### config.mk
export PLATFORM = sky130hd
export DESIGN_NAME = counted_shift_capture
export DESIGN_NICKNAME = d
export VERILOG_FILES = /design/src/rtl/counted_shift_capture.sv
export SDC_FILE = /design/constraint.sdc
export NUM_CORES = 1
export LEC_CHECK = 0
export ABC_AREA = 1
export CELL_PAD_IN_SITES_DETAIL_PLACEMENT = 1
export CELL_PAD_IN_SITES_GLOBAL_PLACEMENT = 2
export CORE_AREA = 3 3 69 71
export DETAILED_ROUTE_END_ITERATION = 6
export DIE_AREA = 0 0 72 74
export PLACE_DENSITY_LB_ADDON = 0.2
export SLEW_MARGIN = 10
export SYNTH_ARGS = -nofsm -noshare
export SYNTH_HDL_FRONTEND = slang
export SYNTH_SLANG_ARGS = --single-unit
### constraint.sdc
create_clock -name clk -period 1.65 [get_ports clk]
set_clock_uncertainty 0.2 [all_clocks]
set_input_delay 0.33 -clock clk [delete_from_list [all_inputs] [get_ports clk]]
set_output_delay 0.33 -clock clk [all_outputs]
set_load 0.05 [all_outputs]
### src/rtl/counted_shift_capture.sv
// counted_shift_capture: serial-to-parallel capture unit.
// A load primes the bit counter with `init`; each enabled cycle in SHIFT
// moves one serial bit into `dout` and bumps the counter. Capture ends when
// the counter reaches its all-ones value, so MAX-init bits are taken per load.
//
// Handshake: there is no back-pressure. `done` is a single-cycle pulse that
// marks the cycle in which a fresh capture first becomes visible; `dout_valid`
// is a level that stays high from that cycle until the next load or reset.
module counted_shift_capture #(
  parameter int DATA_W    = 8,
  parameter int CNT_W     = 8,
  parameter bit LSB_FIRST = 1'b0
) (
  input  logic              clk,
  input  logic              rst,
  input  logic              load,
  input  logic              en,
  input  logic [CNT_W-1:0]  init,
  input  logic              si,
  output logic [DATA_W-1:0] dout,
  output logic [CNT_W-1:0]  cnt,
  output logic              tc,
  output logic              busy,
  output logic              done,
  output logic              dout_valid,
  output logic [1:0]        dbg_state
);

  typedef enum logic [1:0] {
    S_IDLE  = 2'd0,
    S_SHIFT = 2'd1,
    S_DONE  = 2'd2
  } state_t;

  localparam logic [CNT_W-1:0] CNT_MAX  = {CNT_W{1'b1}};
  localparam logic [CNT_W-1:0] CNT_LAST = {{(CNT_W-1){1'b1}}, 1'b0};
  localparam logic [CNT_W-1:0] CNT_ONE  = {{(CNT_W-1){1'b0}}, 1'b1};

  state_t              r_state;
  state_t              w_next;
  logic [DATA_W-1:0]   r_dout;
  logic [CNT_W-1:0]    r_cnt;
  logic                r_done;
  logic                w_shift;
  logic                w_last;
  logic                w_zero_len;
  logic [DATA_W-1:0]   w_dout_shifted;

  // A shift happens only in SHIFT, not on a load cycle, and only while enabled.
  assign w_shift    = (r_state == S_SHIFT) && !load && en;
  // The shift that lands the counter on MAX is the final one.
  assign w_last     = w_shift && (r_cnt == CNT_LAST);
  // Loading MAX means there is nothing to capture.
  assign w_zero_len = (init == CNT_MAX);

  // Next capture register value, direction fixed by LSB_FIRST.
  always_comb begin
    w_dout_shifted = r_dout;
    if (LSB_FIRST) begin
      w_dout_shifted = {si, r_dout[DATA_W-1:1]};
    end else begin
      w_dout_shifted = {r_dout[DATA_W-2:0], si};
    end
  end

  // State register.
  always_ff @(posedge clk) begin
    if (!rst) begin
      r_state <= S_IDLE;
    end else begin
      r_state <= w_next;
    end
  end

  // Next-state logic: load wins over everything except reset.
  always_comb begin
    w_next = r_state;
    if (load) begin
      w_next = w_zero_len ? S_DONE : S_SHIFT;
    end else begin
      case (r_state)
        S_IDLE:  w_next = S_IDLE;
        S_SHIFT: w_next = w_last ? S_DONE : S_SHIFT;
        S_DONE:  w_next = S_DONE;
        default: w_next = S_IDLE;
      endcase
    end
  end

  // State-decoded outputs.
  always_comb begin
    busy       = 1'b0;
    dout_valid = 1'b0;
    case (r_state)
      S_SHIFT: busy       = 1'b1;
      S_DONE:  dout_valid = 1'b1;
      default: begin
        busy       = 1'b0;
        dout_valid = 1'b0;
      end
    endcase
  end

  // Datapath: capture register, bit counter and the registered done pulse.
  always_ff @(posedge clk) begin
    if (!rst) begin
      r_dout <= '0;
      r_cnt  <= '0;
      r_done <= 1'b0;
    end else if (load) begin
      r_dout <= '0;
      r_cnt  <= init;
      r_done <= w_zero_len;
    end else begin
      r_done <= 1'b0;
      if (w_shift) begin
        r_dout <= w_dout_shifted;
        r_cnt  <= r_cnt + CNT_ONE;
        r_done <= w_last;
      end
    end
  end

  assign dout      = r_dout;
  assign cnt       = r_cnt;
  assign done      = r_done;
  assign tc        = (r_cnt == CNT_MAX);
  assign dbg_state = r_state;

endmodule
==> summary.md <==
- 4 — number of stages on the worst setup path
- 7.52 um2 — mean post-synth cell area
- 8 — cell count of the worst reg-to-reg path
- 0.223 ns — Slew @ Worst Pin
- 1083 — DR vias
- sky130_fd_sc_hd__nand2_1 — library cell with the highest instance count after synthesis
- 0 — total of max-cap violations
- 1 — buffers plus inverters on the worst setup path
- 0.36 ns — delay of the slowest critical-path stage
- ha_4 -> nand3_4 -> nor3_4 -> buf_12 — worst-path cell chain
- 72 um — die width
- 1.69 ns — minimum clock period after layout
- 35 — count of boundary I/O pins
- sky130_fd_sc_hd__nand2_1, sky130_fd_sc_hd__nor2_1, sky130_fd_sc_hd__dfxtp_1 — top cells by instance count after synthesis
- -0.0440 ns — final total negative setup slack
- 594 nW/um2 — pwr/cell area
- -0.0440 ns — minimum setup slack in the final design
- 4290 um2 — Core ar.
- sky130_fd_sc_hd__dfxtp_1 — cell taking the most area after synthesis
- 5330 um2 — die area
- 151 — net count of the mapped netlist
- sky130_fd_sc_hd__dfxtp_4 — master of the slowest instance on the critical path
- 19 — TritonCTS Sinks
- 501 — number of fill cells in the layout
- flip-flop to output port — worst setup path class
- 4.49 — number of vias per cell after detailed routing
- flip-flop — type of element launching the critical path
- 24 — post-synthesis cell type count
- 103% — ratio of final minimum period to clock period
- flip-flop to flip-flop — Hold/Removal Path Class
- 134 — post-synthesis instance total
- 34 — buffers added on ports
- 1010 um2 — Cell Area, Synth
- 74 um — height of the die
- 2570 um — dpl hpwl
- 0 — final hold violations
- 2 — peak fanout along the critical path
- 0 — final count of pins violating max slew
- 2 — WHS Path Cells
- 3 — number of buffers inserted during clock tree synthesis
- 1.13 mW — power consumption
- 1 — H-tree levels
- 0 — number of flops mapped to enable cells by yosys
- 0 — number of antenna violations at the first check in global routing
- 1.16 ns — crit path DAT
- 37.8% — share of the synthesized area in the top cell type
- 37.8% — register area share after synthesis
- 0.08 ns — clock edge transition at the registers on the reported setup and hold paths
- dbg_state[1]$_SDFF_PN0_ — launching point of the worst reg2reg path
- 88.7% — Area Growth Syn to Fin
- 1 — count of endpoints failing setup in the final report
- sky130_fd_sc_hd__dfxtp_1 — dominant register cell in the synthesized netlist
- 5350 um — wire length of the first global-routing pass
- 1.12 ns — endpoint required time on the critical path
- 0.590 GHz — maximum clock frequency
- 0.12 ns — setup slack of the most critical reg-to-reg path
- 0 — total gr overflow
- sky130_fd_sc_hd__clkbuf_8 — clock tree root driver cell
- 85.1% — headroom to the max-slew limit
- 24 — total number of placement rows
- 0 — number of inserted diodes
- sky130_fd_sc_hd__dfxtp_1, sky130_fd_sc_hd__nand2_1, sky130_fd_sc_hd__nor2_1 — top post-synthesis cells by area
- 1104 — via count of the first global-routing pass
- done — CTS tree
- 40 — detailed router's first-iteration violation count
- 0 — DR DRC count
- 0.805 nW — leakage component of the power
- 3280 um — total wire length
- 0 — warning count from the yosys run
- 23.5% — effective utilization at floorplan
- tc — worst setup path endpoint
- 13.6 um — per-cell routed wire length
- cnt[1]$_SDFFE_PN0P_ — Worst setup startpoint
- 4 — count of TritonRoute iterations in the first routing pass
- 14 — largest net degree at the start of global routing
- 0.26 ns — clock latency reported for the late side of the worst-skew pair
- complete, but fails checks — outcome
- 39.2% — fraction of layout cells with a size suffix above 1
- 0% — ys async rst share
- true — RSZ-0062 raised after global routing
- 0.781 — Routability Congestion
- setup timing — violated checks
- 227 uV — Worst VDD drop
- 19 — register bit total from synthesis
- 0 — hold buffer count at CTS
- flip-flops — Largest delay share family, worst path
- 2 — worst-case clock buffer depth
- output port — capturing element type of the critical path
- 12.9% — Total GRT Usage
- 0 — Antenna Violating Nets Remaining
- dbg_state[1]$_SDFF_PN0_ — Worst R2R End
- 207 — net count reported at finish
-- cells in the final DEF, fill, tap and decap left out, types with 5 or more instances in the layout --
| master | synthesis | routed |
|---|---|---|
| sky130_fd_sc_hd__dfxtp_1 | 19 | 10 |
| sky130_fd_sc_hd__inv_1 | 13 | 13 |
| sky130_fd_sc_hd__a21oi_1 | 8 | 8 |
| sky130_fd_sc_hd__a22oi_1 | 7 | 7 |
| sky130_fd_sc_hd__buf_12 | 0 | 23 |
| sky130_fd_sc_hd__o21ai_0 | 5 | 5 |
| sky130_fd_sc_hd__nand3_1 | 5 | 5 |
| sky130_fd_sc_hd__dfxtp_4 | 0 | 6 |
| sky130_fd_sc_hd__nor2_1 | 20 | 19 |
| sky130_fd_sc_hd__buf_4 | 0 | 19 |
| sky130_fd_sc_hd__nand2_1 | 27 | 26 |
| sky130_fd_sc_hd__clkdlybuf4s50_1 | 0 | 11 |
-- state kept, by name, indices dropped and copies added (netlist names) --
register   count
dbg_state      2
done           1
cnt            8
dout           8
-- logic make-up after synthesis --
family                   count (synthesis)  share of synthesized area [%]
AO/OA/AOI/OAI                           30                           18.8
AND/OR/NAND/NOR                         61                           29.2
XOR/XNOR                                 2                           1.74
adder cells (fa/ha/maj)                  4                           4.97
buffers and inverters                   18                           7.58
flip-flops                              19                           37.8
-- how the worst min path moves through the flow --
| stage | endpoint | startpoint | slack, ns |
|---|---|---|---|
| 2_1_floorplan | cnt[2]$_SDFFE_PN0P_ | rst | 0.23 |
| 3_3_place_gp | dout[2]$_SDFFE_PP0P_ | dout[1]$_SDFFE_PP0P_ | 0.31 |
| 3_5_place_dp | dout[1]$_SDFFE_PP0P_ | dout[1]$_SDFFE_PP0P_ | 0.32 |
| 4_1_cts | dout[1]$_SDFFE_PP0P_ | dout[1]$_SDFFE_PP0P_ | 0.34 |
| 5_1_grt | dout[1]$_SDFFE_PP0P_ | dout[1]$_SDFFE_PP0P_ | 0.36 |
| 6_report | dout[1]$_SDFFE_PP0P_ | dout[1]$_SDFFE_PP0P_ | 0.33 |
-- per-layer routing --
| metal | vias up | track usage [%] | routed length, um |
|---|---|---|---|
| met1 | 505 | 16.2 | 1470 |
| met2 | 25 | 22.6 | 1640 |
| met3 | 4 | 2.03 | 128 |
| met4 | 0 | 4.38 | 35 |
| met5 | - | 0 | 0 |
| li1 | 549 | - | - |
-- cell type report --
class | instances | area, um2 | area share [%]
tap | 52 | 65.1 | 3.42
inverter | 15 | 56.3 | 2.96
clock buffer | 4 | 45.0 | 2.37
multi-input combinational | 97 | 602 | 31.7
sequential | 19 | 407 | 21.4
timing repair buffer | 54 | 726 | 38.2
-- where the power goes --
part	switching [mW]	total (mW)	internal, mW
Clock	0.168	0.340	0.172
Combinational	0.151	0.296	0.145
Sequential	0.0217	0.493	0.472
Total	0.340	1.13	0.789
-- repair_timing --
item / CTS / global route
resized for setup: 7 / 3
gates cloned: 0 / 0
pin swaps: 3 / 1
setup buffers: 2 / 3
endpoints found under the setup margin: 2 / 5
-- tightest hold or removal path: stages (launching register included) --
cell                      delay, ns
sky130_fd_sc_hd__dfxtp_1       0.35
sky130_fd_sc_hd__inv_1         0.08
sky130_fd_sc_hd__a21oi_1       0.06
-- per-stage QoR --
stage | utilization (%) | hold WS, ns | worst slack [ns] | instances | cell area, um2
2_1_floorplan | - | 0.228 | -0.173 | 134 | 1050
3_3_place_gp | 41.5 | 0.307 | -0.192 | 232 | 1780
3_5_place_dp | 41.5 | 0.320 | -0.250 | 232 | 1780
4_1_cts | 43.6 | 0.337 | -0.0438 | 238 | 1870
5_1_grt | 44.3 | 0.356 | -0.117 | 241 | 1900
6_report | 44.3 | 0.333 | -0.0440 | 241 | 1900
Note: power is estimated with default switching activity, not from simulation.
